## config.mk

```make
export PLATFORM = sky130hd
export DESIGN_NAME = uart_iomem_bridge
export DESIGN_NICKNAME = d
export VERILOG_FILES = /design/src/rtl/uart_iomem_pkg.sv /design/src/rtl/uart_iomem_resp_ser.sv /design/src/rtl/uart_iomem_bridge.sv
export SDC_FILE = /design/constraint.sdc
export NUM_CORES = 1
export LEC_CHECK = 0
export CORE_MARGIN = 4
export CORE_UTILIZATION = 49
export CTS_CLUSTER_SIZE = 12
export DETAILED_ROUTE_END_ITERATION = 6
export PLACE_DENSITY = 0.91
export SETUP_SLACK_MARGIN = 0.2
export SYNTH_ARGS = -nofsm -noshare
export SYNTH_HDL_FRONTEND = slang
export SYNTH_HIERARCHICAL = 1
export SYNTH_SLANG_ARGS = --single-unit
```

## constraint.sdc

```tcl
create_clock -name clk -period 2.1 [get_ports clk]
set_input_delay 0.63 -clock clk [delete_from_list [all_inputs] [get_ports clk]]
set_output_delay 0.63 -clock clk [all_outputs]
set_load 0.02 [all_outputs]
```

## src/rtl/uart_iomem_pkg.sv

```systemverilog
// Shared constants, state encoding and bus request type for the UART-to-iomem bridge.
package uart_iomem_pkg;

  localparam logic [7:0] CMD_WRITE = 8'h57;
  localparam logic [7:0] CMD_READ  = 8'h52;
  localparam logic [7:0] RSP_ACK   = 8'h4B;
  localparam logic [7:0] RSP_ERR   = 8'h45;

  localparam int CMD_BYTES_ADDR = 4;
  localparam int CMD_BYTES_DATA = 4;

  typedef enum logic [2:0] {IDLE, ADDR, DATA, BUS, RESP} state_e;

  typedef struct packed {
    logic [31:0] addr;
    logic [31:0] wdata;
    logic [3:0]  wstrb;
  } bus_req_t;

endpackage

```

## src/rtl/uart_iomem_resp_ser.sv

```systemverilog
// Response serializer: loads a word plus byte count (1 or 4) and emits it MSB first
// on a valid/ready byte stream; done pulses on the handshake of the last byte.
module uart_iomem_resp_ser (
  input  logic        clk,
  input  logic        resetn,
  input  logic        load,
  input  logic        four,
  input  logic [31:0] word,
  input  logic        out_ready,
  output logic [7:0]  out_data,
  output logic        out_valid,
  output logic        done
);

  logic [31:0] sh_q;
  logic [2:0]  rem_q;
  logic        hs;

  // Shifting zeros in behind the data leaves out_data at 0 once the word is drained.
  assign out_valid = (rem_q != 3'd0);
  assign out_data  = sh_q[31:24];
  assign hs        = out_valid && out_ready;
  assign done      = hs && (rem_q == 3'd1);

  always_ff @(posedge clk) begin
    if (!resetn) begin
      sh_q  <= '0;
      rem_q <= '0;
    end else if (load) begin
      sh_q  <= word;
      rem_q <= four ? 3'd4 : 3'd1;
    end else if (hs) begin
      sh_q  <= {sh_q[23:0], 8'h00};
      rem_q <= rem_q - 3'd1;
    end
  end

endmodule

```

## src/rtl/uart_iomem_bridge.sv

```systemverilog
// Command-byte-stream to iomem initiator bridge with a byte response stream.
// Define UART_IOMEM_TIMEOUT_EN to abort stalled bus cycles after TIMEOUT_CYCLES.
module uart_iomem_bridge
  import uart_iomem_pkg::*;
#(
  parameter int unsigned TIMEOUT_CYCLES = 1024
) (
  input  logic        clk,
  input  logic        resetn,
  input  logic [7:0]  in_data,
  input  logic        in_valid,
  output logic        in_ready,
  output logic [7:0]  out_data,
  output logic        out_valid,
  input  logic        out_ready,
  output logic        iomem_valid,
  input  logic        iomem_ready,
  output logic [3:0]  iomem_wstrb,
  output logic [31:0] iomem_addr,
  output logic [31:0] iomem_wdata,
  input  logic [31:0] iomem_rdata,
  output logic        busy
);

  if (TIMEOUT_CYCLES < 2) begin : g_tmo_chk
    $error("TIMEOUT_CYCLES must be at least 2");
  end

  state_e      state_q, state_d;
  logic [1:0]  cnt_q;
  logic        is_write_q;
  bus_req_t    req_q;
  logic        iomem_valid_q;
  logic        in_hs, bus_done, bus_tmo;
  logic        ser_load, ser_four, ser_done;
  logic [31:0] ser_word;

  assign in_ready    = resetn && (state_q inside {IDLE, ADDR, DATA});
  assign in_hs       = in_valid && in_ready;
  assign busy        = (state_q != IDLE);
  assign iomem_valid = iomem_valid_q;
  assign iomem_addr  = req_q.addr;
  assign iomem_wdata = req_q.wdata;
  assign iomem_wstrb = req_q.wstrb;
  assign bus_done    = (state_q == BUS) && iomem_valid_q && iomem_ready;

`ifdef UART_IOMEM_TIMEOUT_EN
  localparam int TW = $clog2(TIMEOUT_CYCLES + 1);
  logic [TW-1:0] tmo_q;

  always_ff @(posedge clk) begin
    if (!resetn || state_q != BUS) tmo_q <= '0;
    else if (iomem_valid_q)        tmo_q <= tmo_q + TW'(1);
  end

  // A ready in the final cycle takes precedence over the abort.
  assign bus_tmo = (state_q == BUS) && iomem_valid_q && !iomem_ready &&
                   (tmo_q == TW'(TIMEOUT_CYCLES - 1));
`else
  assign bus_tmo = 1'b0;
`endif

  always_comb begin
    state_d = state_q;
    case (state_q)
      IDLE: if (in_hs && (in_data == CMD_WRITE || in_data == CMD_READ)) state_d = ADDR;
      ADDR: if (in_hs && cnt_q == 2'(CMD_BYTES_ADDR - 1)) state_d = is_write_q ? DATA : BUS;
      DATA: if (in_hs && cnt_q == 2'(CMD_BYTES_DATA - 1)) state_d = BUS;
      BUS:  if (bus_done || bus_tmo) state_d = RESP;
      RESP: if (ser_done) state_d = IDLE;
      default: state_d = IDLE;
    endcase
  end

  // Read data goes straight into the serializer, which is its only holding register.
  assign ser_load = bus_done || bus_tmo;
  assign ser_four = bus_done && !is_write_q;
  assign ser_word = bus_tmo    ? {RSP_ERR, 24'h0} :
                    is_write_q ? {RSP_ACK, 24'h0} : iomem_rdata;

  always_ff @(posedge clk) begin
    if (!resetn) begin
      state_q       <= IDLE;
      cnt_q         <= '0;
      is_write_q    <= 1'b0;
      req_q         <= '0;
      iomem_valid_q <= 1'b0;
    end else begin
      state_q <= state_d;
      if (state_q == IDLE && in_hs) is_write_q <= (in_data == CMD_WRITE);
      if (in_hs && state_q inside {ADDR, DATA}) cnt_q <= cnt_q + 2'd1;
      if (in_hs && state_q == ADDR) req_q.addr  <= {req_q.addr[23:0], in_data};
      if (in_hs && state_q == DATA) req_q.wdata <= {req_q.wdata[23:0], in_data};
      if (state_d == BUS && state_q != BUS) begin
        iomem_valid_q <= 1'b1;
        req_q.wstrb   <= is_write_q ? 4'hF : 4'h0;
      end
      if (ser_load) begin
        iomem_valid_q <= 1'b0;
        req_q.wstrb   <= 4'h0;
      end
    end
  end

  uart_iomem_resp_ser u_ser (
    .clk       (clk),
    .resetn    (resetn),
    .load      (ser_load),
    .four      (ser_four),
    .word      (ser_word),
    .out_ready (out_ready),
    .out_data  (out_data),
    .out_valid (out_valid),
    .done      (ser_done)
  );

endmodule

```

==> impl_metrics.tcl <==
set metrics [dict create \
    status "finished clean" \
    setup.worst_path.end "busy" \
    drc 0 \
    ys_top_cells_by_area "dfxtp_1, nand2_1, a21boi_1, a211oi_2, nor2b_1" \
    initial_core_util_pct 50.55 \
    synth_cell_types 39 \
    ys_ff_latch 107 \
    multi_input_area_sq_um 2497 \
    cts_tree "yes" \
    drv_slew 0 \
    drtIter0Drc 265 \
    die_w_um 108.6 \
    numCtsBuffers 9 \
    synth_largest_area_cell "dfxtp_1" \
    numPortBuffers 124 \
    rrSetupSlack_ns 0.31 \
    clkTransAtPathRegs_ns 0.12 \
    path_depth 2 \
    hold_buffers 0 \
    wl_per_cell_um 15.39 \
    die_area_sq_um 11800 \
    cellLeakagePower_nw 2.718 \
    num_io_pins 125 \
    setup_viol 0 \
    final_cell_mix "nand2_1, dfxtp_1, dlygate4sd2_1" \
    ys_seq_area_share_pct 43.16 \
    netlist_area_sq_um 4964 \
    drt-total-wl_um 12990 \
    final_area_sq_um 6615 \
    dpl_worst_slack_ns -0.3569 \
    mostFrequentLayoutCell "nand2_1" \
    peakVddDrop_mv 0.3470 \
    timing.rr.start "u_ser/rem_q[1]" \
    cp.required_ns 1.47 \
    clock_sinks 107 \
    register_area_sq_um 2151 \
    yosys_warnings 6 \
    first_global_vias 4288 \
    cp_max_fo 4 \
    maxCapViolCount 0 \
    synth_area_per_cell_sq_um 8.427 \
    max_slew_margin_pct 60.00 \
    hold_path.class "flop to flop" \
    critPathKind "flop to primary output" \
    syn2layout_area_growth_pct 33.27 \
    grt_use_total_pct 21.66 \
    startpoint_type "flop" \
    tightest_slew_ns 0.6000 \
    core-area_sq_um 9819 \
    reg2reg_depth 8 \
    min_period_over_period_pct 89.25 \
    path_buf_inv 1 \
    r2r_end "state_q[2]" \
    critPathSlowestCell "or3_4" \
    fin_util_pct 67.37 \
    ant_nets 0 \
    grt_overflow 0 \
    num-fill-cells 782 \
    layout.nets 755 \
    clock_path_buffers 2 \
    syn_inst 589 \
    yosysTopAreaCellShare_pct 43.16 \
    fmax_ghz 0.5335 \
    root_buffer "clkbuf_8" \
    antenna_found_initial 0 \
    crit_path_start "state_q[0]" \
    firstDrtPassIters 5 \
    skew_ns 0.02282 \
    dpl_cell_area_sq_um 6375 \
    hold_violations 0 \
    dpl.hpwl_um 8656 \
    cp_top_family "simple AND/OR/NAND/NOR gates" \
    layout-drive-gt1-share_pct 14.06 \
    gp_congestion 0.8081 \
    vias 4444 \
    via_per_inst 5.265 \
    hold_ws_ns 0.4585 \
    end_kind "primary output" \
    max_stage_delay_ns 0.38 \
    period_needed_ns 1.874 \
    powerDensity_nw_per_um2 550.9 \
    path_cells "or3_4, buf_6" \
    rsz0062_at_grt "true" \
    setup_ws_ns 0.2257 \
    n_antenna_cell 0 \
    rows 36 \
    worst_ep_arrival_time_ns 1.24 \
    grt_pass1_wl_um 20490 \
    syn_nets 638 \
    htree_levels 3 \
    die_y_um 108.6 \
    grt_max_degree 105 \
    worstSkewPairLatency_ns 0.38 \
]
## metrics by stage
stage,cells,power [mW],TNS [ns]
after floorplan,589,2.166,0
after global placement,822,2.286,-3.287
after detailed placement,822,2.291,-6.402
after CTS,840,3.665,0
after global routing,844,3.758,0
final,844,3.644,0
## worst reg2reg max path: cells and delay by family (launching register included)
kind | cells | cell delay [ns]
AO/OA/AOI/OAI | 1 | 0.07
adder cells (fa/ha/maj) | 1 | 0.18
buffers and inverters | 2 | 0.42
flip-flops | 1 | 0.35
AND/OR/NAND/NOR | 4 | 0.66
## what timing repair did
action	in CTS	in global routing
pin swaps	3	4
setup endpoints to repair	95	41
cloned	1	1
gates resized for setup	98	18
setup buffers	1	3
## cells in the mapped netlist (all sizes together)
| library cell | count |
|---|---|
| inv | 12 |
| a21boi | 89 |
| and3b | 2 |
| and2 | 6 |
| o22ai | 1 |
| or2 | 4 |
| nand4 | 2 |
| or3 | 2 |
| nor4bb | 1 |
| nor3b | 1 |
| o21ai | 26 |
| nor2 | 29 |
| ha | 4 |
| clkbuf | 25 |
| a211oi | 34 |
| xor2 | 2 |
| dfxtp | 107 |
| nand3 | 3 |
| mux2i | 3 |
| a211o | 8 |
| a41o | 1 |
| nand3b | 1 |
| nor3 | 1 |
| a21oi | 4 |
| buf | 34 |
| o2111a | 1 |
| nor2b | 33 |
| and3 | 1 |
| nand2b | 3 |
| a311o | 1 |
| nand2 | 148 |
## report_power, final
group          total, mW  switching, mW  internal [mW]
registers           2.03      0.0000736           2.03
clock network       1.40          0.780          0.619
logic              0.219         0.0873          0.132
total               3.64          0.867           2.78
## cell type report
type,instances,area share [%]
clock inverter,6,1.381
timing repair buffer,163,22.75
inverter,12,0.7755
clock buffer,10,2.081
multi-input combinational,411,37.75
tap,133,2.516
timing repair inverter,2,0.2270
sequential,107,32.51
## how the worst min path moves through the flow
stage	from	to	slack (ns)	cells after the start
after floorplan	cnt_q[1]	cnt_q[1]	0.49	2
after global placement	iomem_wdata[29]	iomem_wdata[29]	0.44	2
after detailed placement	iomem_wdata[25]	iomem_wdata[25]	0.45	2
after CTS	iomem_wdata[25]	iomem_wdata[25]	0.46	2
after global routing	iomem_wdata[25]	iomem_wdata[25]	0.48	2
final	iomem_wdata[25]	iomem_wdata[25]	0.46	2
## metal layers
layer / global-route usage, % / vias up / part of all wire (%)
met1: 27.00 / 2070 / 42
li1: - / 2191 / -
met4: 8.115 / 0 / 2.0
met2: 36.76 / 155 / 50
met5: 0 / - / 0
met3: 4.677 / 28 / 6.1
## cells by family (layout without fill, tap and decap cells)
| kind of cell | count (synthesis) | count (layout) | synth area share [%] |
|---|---|---|---|
| AOI/OAI and AO/OA | 165 | 165 | 25.94 |
| xor gates and xnor gates | 2 | 2 | 0.3530 |
| adders and majority gates | 4 | 4 | 1.008 |
| buffers and inverters | 71 | 193 | 7.512 |
| DFF | 107 | 107 | 43.16 |
| muxes | 3 | 3 | 0.6050 |
| and+or+nand+nor | 237 | 237 | 21.43 |
## registers in the layout, summed over array words and instances, names as in the netlist, 2 cells and up
register and flops:
u_ser/rem_q 3, iomem_addr 32, state_q 3, cnt_q 2
iomem_wdata 32, u_ser/sh_q 32
Power figures use the tool's default switching activity.
